--- config.mk ---
export PLATFORM = sky130hd
export DESIGN_NAME = regfile_mp
export DESIGN_NICKNAME = d
export VERILOG_FILES = /design/src/rtl/regfile_pkg.sv /design/src/rtl/regfile_init_ctrl.sv /design/src/rtl/regfile_mp.sv
export SDC_FILE = /design/constraint.sdc
export NUM_CORES = 1
export LEC_CHECK = 0
export ABC_AREA = 1
export CORE_MARGIN = 3
export CORE_UTILIZATION = 30
export CTS_BUF_LIST = sky130_fd_sc_hd__clkbuf_4
export CTS_CLUSTER_SIZE = 28
export DETAILED_ROUTE_END_ITERATION = 7
export PLACE_DENSITY = 0.5
export SLEW_MARGIN = 20
export SYNTH_ARGS = -nofsm -noshare
export SYNTH_HDL_FRONTEND = slang
export SYNTH_SLANG_ARGS = --single-unit
--- constraint.sdc ---
create_clock -name clk -period 2.5 [get_ports clk]
set_input_delay 0.5 -clock clk [delete_from_list [all_inputs] [get_ports clk]]
set_output_delay 0.5 -clock clk [all_outputs]
set_load 0.05 [all_outputs]
--- src/rtl/regfile_pkg.sv ---
// Shared types and default sizing for the multi-port register file.
// The sweep FSM state type lives here so the controller and the storage agree on it.
package regfile_pkg;

    localparam int unsigned DEF_DATA_W = 16;
    localparam int unsigned DEF_ADDR_W = 3;

    typedef enum logic {
        INIT = 1'b0,
        RUN  = 1'b1
    } state_e;

endpackage

--- src/rtl/regfile_init_ctrl.sv ---
// Initialisation sweep controller: after reset, walks every address once and then parks in RUN.
// init_we/init_addr tell the storage which register to preload with its own index.
module regfile_init_ctrl
    import regfile_pkg::*;
#(
    parameter int unsigned ADDR_W = DEF_ADDR_W
) (
    input  logic              clk,
    input  logic              rst_n,
    output logic              init_busy,
    output logic              init_we,
    output logic [ADDR_W-1:0] init_addr
);

    state_e            state_q;
    logic [ADDR_W-1:0] cnt_q;
    logic              busy_q;

    always_ff @(posedge clk) begin
        if (!rst_n) begin
            state_q <= INIT;
            cnt_q   <= '0;
            busy_q  <= 1'b1;
        end else begin
            case (state_q)
                INIT: begin
                    cnt_q <= cnt_q + ADDR_W'(1);
                    // The edge that writes the last register also leaves INIT.
                    if (&cnt_q) begin
                        state_q <= RUN;
                        busy_q  <= 1'b0;
                    end
                end
                default: ;
            endcase
        end
    end

    assign init_busy = busy_q;
    assign init_we   = (state_q == INIT);
    assign init_addr = cnt_q;

endmodule

--- src/rtl/regfile_mp.sv ---
// Two-read, one-write register file preloaded with r[i] = i after every reset.
// Optional same-cycle write-to-read forwarding is enabled by defining REGFILE_BYPASS_EN.
module regfile_mp
    import regfile_pkg::*;
#(
    parameter int unsigned DATA_W  = DEF_DATA_W,
    parameter int unsigned ADDR_W  = DEF_ADDR_W,
    parameter bit          R0_ZERO = 1'b0
) (
    input  logic              clk,
    input  logic              rst_n,
    input  logic              rg_wr,
    input  logic [ADDR_W-1:0] write_reg,
    input  logic [DATA_W-1:0] write_data,
    input  logic [ADDR_W-1:0] read_reg1,
    input  logic [ADDR_W-1:0] read_reg2,
    output logic [DATA_W-1:0] data_out1,
    output logic [DATA_W-1:0] data_out2,
    output logic              init_busy
);

    localparam int unsigned DEPTH = 2 ** ADDR_W;

    logic [DATA_W-1:0] mem [DEPTH];

    logic              init_we;
    logic [ADDR_W-1:0] init_addr;

    logic              wr_en;
    logic [ADDR_W-1:0] wr_addr;
    logic [DATA_W-1:0] wr_val;

    regfile_init_ctrl #(
        .ADDR_W (ADDR_W)
    ) u_init_ctrl (
        .clk       (clk),
        .rst_n     (rst_n),
        .init_busy (init_busy),
        .init_we   (init_we),
        .init_addr (init_addr)
    );

    // The sweep owns the write port in INIT; r0 preloads to 0 either way.
    always_comb begin
        wr_en   = rg_wr;
        wr_addr = write_reg;
        wr_val  = write_data;
        if (init_we) begin
            wr_en   = 1'b1;
            wr_addr = init_addr;
            wr_val  = DATA_W'(init_addr);
        end else if (R0_ZERO && write_reg == '0) begin
            wr_en = 1'b0;
        end
        if (!rst_n) begin
            wr_en = 1'b0;
        end
    end

    always_ff @(posedge clk) begin
        if (wr_en) begin
            mem[wr_addr] <= wr_val;
        end
    end

    function automatic logic [DATA_W-1:0] read_port(input logic [ADDR_W-1:0] addr);
        logic [DATA_W-1:0] val;
        val = mem[addr];
`ifdef REGFILE_BYPASS_EN
        if (rg_wr && rst_n && addr == write_reg) begin
            val = write_data;
        end
`else
        // Without forwarding, a write becomes visible only after its edge.
`endif
        if (init_busy || (R0_ZERO && addr == '0)) begin
            val = '0;
        end
        return val;
    endfunction

    always_comb begin
        data_out1 = read_port(read_reg1);
        data_out2 = read_port(read_reg2);
    end

endmodule

Yosys cells after proc, flatten, opt, wreduce, memory -nomap -nowiden:

Memories as Yosys holds them, arrays and structs flattened.
Index checks and enable logic that the tools add are counted.

* logic and storage cells: 18
* memories kept: 1
* memory bits (writable): 128
* flip-flop bits (word level): 5

Memories
* mem: words 8, width 16, read ports 2, clocked after Yosys merged registers in 0, write ports 1, line regfile_mp.sv:24 `logic [DATA_W-1:0] mem [DEPTH];`

* add/sub/neg operators: 1
* multiplexer cells: 10
* reduce and logical (&&, ||, !) cells: 2
* bitwise gates (word level): 1

Operator list (count)
* 16-bit 2-to-1 mux: 3
* 1-bit 2-to-1 mux: 6
* 4-bit AND reduction: 1
* 3-bit by 1-bit adder with 3-bit output, second input constant: 1
* 3-bit 2-to-1 mux: 1
* 3-bit AND reduction: 1
* 1-bit NOT: 1

Longest topological paths before layout:

* depth after elaboration: 4
* gate-level depth with buffers: 7

Modules after synthesis:

Synthesis repeated with hierarchy kept, for this count alone.

* cells, all modules: 939
* area, all modules: 7422.1 sq um

Modules (own cells, without submodules)
* regfile_mp: area each 7219.4 sq um, instances 1, cells each 915
* regfile_init_ctrl: area each 202.7 sq um, instances 1, cells each 24

Worst setup path after synthesis:

Ideal clock, no wire load.

* path type: in2out
* start: in read_reg1[1]
* end: out data_out1[11]
* arrival time: 1684 ps
* stages: 7
* setup slack: 316 ps
* path through: buf_2 -> inv_2 -> buf_4 -> nand3_1 -> nand3_1 -> nand2_1 -> nor2_1

* longest elaborated chain between the ends: 2

Ends and longest elaborated chain
* start, declared: line regfile_mp.sv:15 `input logic [ADDR_W-1:0] read_reg1,`
* memory read 8 x 16 bit
* 16-bit 2-to-1 mux: line regfile_mp.sv:76 `if (init_busy || (R0_ZERO && addr == '0)) begin`
* end, declared: line regfile_mp.sv:17 `output logic [DATA_W-1:0] data_out1,`

Every way passes these cells.

Worst setup path in the final report:

* start: in read_reg2[1]
* end: out data_out2[1]

* longest elaborated chain between the ends: 2

Ends and longest elaborated chain
* start, declared: line regfile_mp.sv:16 `input logic [ADDR_W-1:0] read_reg2,`
* memory read 8 x 16 bit
* 16-bit 2-to-1 mux: line regfile_mp.sv:76
* end, declared: line regfile_mp.sv:18 `output logic [DATA_W-1:0] data_out2,`

Every way passes these cells.

==> results_dict.tcl <==
set metrics [dict create \
    cts_made_buffers 17 \
    grt_pass1_wl_um 32300 \
    min_path_cells 2 \
    syn_area_mm2 0.00739 \
    grt_pass1_vias 5775 \
    p_per_area_mw_per_mm2 506 \
    cp_max_fo 16 \
    placedCellCount 1312 \
    r2r_cells 6 \
    dp_hpwl_um 13100 \
    htreeDepth 4 \
    port_buffers 60 \
    drtAntennaViolNets 0 \
    critPathRequiredTime_ns 2.00 \
    route.detailed.drc 0 \
    synthArstFlopShare 0 \
    cap_violations 0 \
    layout.cells.non_filler 1346 \
    worstSetupPathType "in -> out" \
    yosys-top-cells-area "edfxtp_1 52%, nand2_1 18%, nand3_1 11%, inv_1 7.5%, nor2_1 4.0%" \
    antenna_found_initial 1 \
    drtIter0Drc 413 \
    syn-num-nets 968 \
    finalSetupViolCount 0 \
    hold_viol_final 0 \
    root_buffer "clkbuf_4" \
    fp.dieW_um 163 \
    crit_path_end_kind "output port" \
    hp-start "u_init_ctrl.init_addr[2]$_SDFFE_PN0N_" \
    fmax_ghz 0.413 \
    hold_end "u_init_ctrl.init_addr[2]$_SDFFE_PN0N_" \
    fin_skew_ns 0.0180 \
    ir_drop_uv 316 \
    ys.flop_type "edfxtp_1" \
    netlist_instances 938 \
    path_clk_slew_ns 0.12 \
    wl_um 21200 \
    core_mm2 0.0238 \
    syn_to_final_growth_pct 26.2 \
    synth-edff-count 128 \
    slew_headroom 0.670 \
    maxSlewViolCount 0 \
    final_core_util 0.391 \
    vias 6130 \
    syn_area_per_cell_um2 7.88 \
    dieArea_mm2 0.0266 \
    yosysMostFrequentCell "nand2_1" \
    track_usage 0.161 \
    routedWlPerCell_um 15.7 \
    preCtsSetupSlack_ns 0.00242 \
    worst_slack_ns 0.0773 \
    ys_warn_count 0 \
    rows 56 \
    timing.final.crit_period_ns 2.42 \
    post_cts_buffers 0 \
    grt_start_max_net_pins 43 \
    ys_seq_elements 133 \
    rsz0062_at_grt "yes" \
    rr_startpoint "u_init_ctrl.state_q$_SDFF_PN0_" \
    final_nets 1044 \
    crit_arrival_ns 1.92 \
    routabilityCongestion 0.776 \
    critPathLaunchType "input pin" \
    worst_slew_pin_slew_ns 0.493 \
    cts_tree "built" \
    place_area_mm2 0.00892 \
    firstDrtPassIters 5 \
    synth.top_cell.area_share 0.520 \
    grt_busiest_layer "met2" \
    avgViaCountPerCell 4.55 \
    cts.path.max_buffers 2 \
    yosysSeqAreaShare 0.534 \
    overflow 0 \
    final_area_mm2 0.00933 \
    cts_resized 0 \
    min_path_type "reg -> reg" \
    grt_util_met2 0.262 \
    rrSetupSlack_ns 0.72 \
    finalSetupTns_ns 0 \
    reg2reg_to "mem[4][3]$_DFFE_PP_" \
    use_met1 0.220 \
    cts_hold_buf 0 \
    total_leakage_power_nw 4.24 \
    grtUsageMet3 0.0313 \
    ys_top_cells_by_count "354 x nand2_1, 161 x nand3_1, 148 x inv_1" \
    clock_sinks 133 \
    synth_area_leader_cell "edfxtp_1" \
    clk_latency_ns 0.53 \
    finalCritPeriodShare 0.969 \
    synth_cell_types 16 \
    outcome "complete, no violations" \
    dieHeight_um 163 \
    start_util 0.310 \
    drive_above_1_share 0.138 \
    ios 61 \
]
stage by stage:
stage	power, mW	hold slack [ns]
floorplan	2.99	0.462
global placement	3.25	0.489
detailed placement	3.25	0.494
CTS	4.74	0.512
global route	4.93	0.530
finish	4.72	0.509
worst max path at each step:
stage | end | cells after the start | slack, ns | startpoint
after floorplan | data_out1[11] | 7 | 0.32 | read_reg1[1]
after global placement | data_out1[4] | 10 | -0.0007 | read_reg1[1]
after detailed placement | data_out2[8] | 9 | 0.002 | read_reg2[1]
after CTS | data_out1[4] | 10 | 0.0003 | read_reg1[1]
after global routing | data_out1[3] | 10 | -0.007 | read_reg1[1]
final | data_out2[1] | 8 | 0.08 | read_reg2[1]
routing by layer:
metal,vias to the layer above,part of all wire
met5,-,0
li1,3085,-
met1,2846,0.46
met2,179,0.48
met4,0,0.010
met3,20,0.051
area by class of cell:
cell class	instances	area [um^2]
inverters	152	578
clock inverters	14	161
flip-flops and latches	133	3940
clock buffers	17	128
diodes	1	2.50
well taps	319	399
multi-input cells	601	2550
repair buffers	109	1570
fillers	2438	14500
sequential cells by signal (all words and copies together), names as in the netlist:
register and count:
mem 128, u_init_ctrl.init_addr 3, u_init_ctrl.init_busy 1, u_init_ctrl.state_q 1
logic make-up after synthesis:
logic type	Yosys count	synth area share
compound gates	5	0.00339
simple gates	594	0.329
fa+ha+maj	2	0.00339
flops	133	0.534
buf+inv	204	0.130
power by group:
part | internal, mW | total, mW | switching [mW] | leakage [nW]
sequential | 2.51 | 2.53 | 0.0185 | 1.20
clock | 0.680 | 1.50 | 0.817 | 0.149
combinational | 0.260 | 0.691 | 0.431 | 2.90
total | 3.45 | 4.72 | 1.27 | 4.24
critical path, stage by stage:
cell,delay [ns]
clkdlybuf4s50_1,0.45
buf_4,0.16
buf_12,0.17
nand3_1,0.11
nand2_1,0.08
nor2_1,0.04
nor2_1,0.22
buf_12,0.18
cell usage in the layout, fill, tap and decap left out, drive strengths merged:
cell and n:
nand2 354, nand3 161, inv 153, edfxtp 128, buf 81, nor2 78
clkdlybuf4s50 26, clkbuf 19, clkinv 7, dfxtp 5, o21ai 3, bufinv 3
clkinvlp 3, a21oi 2, ha 2, diode 1, nor3 1
No activity file was read; power rests on OpenSTA's default activity.
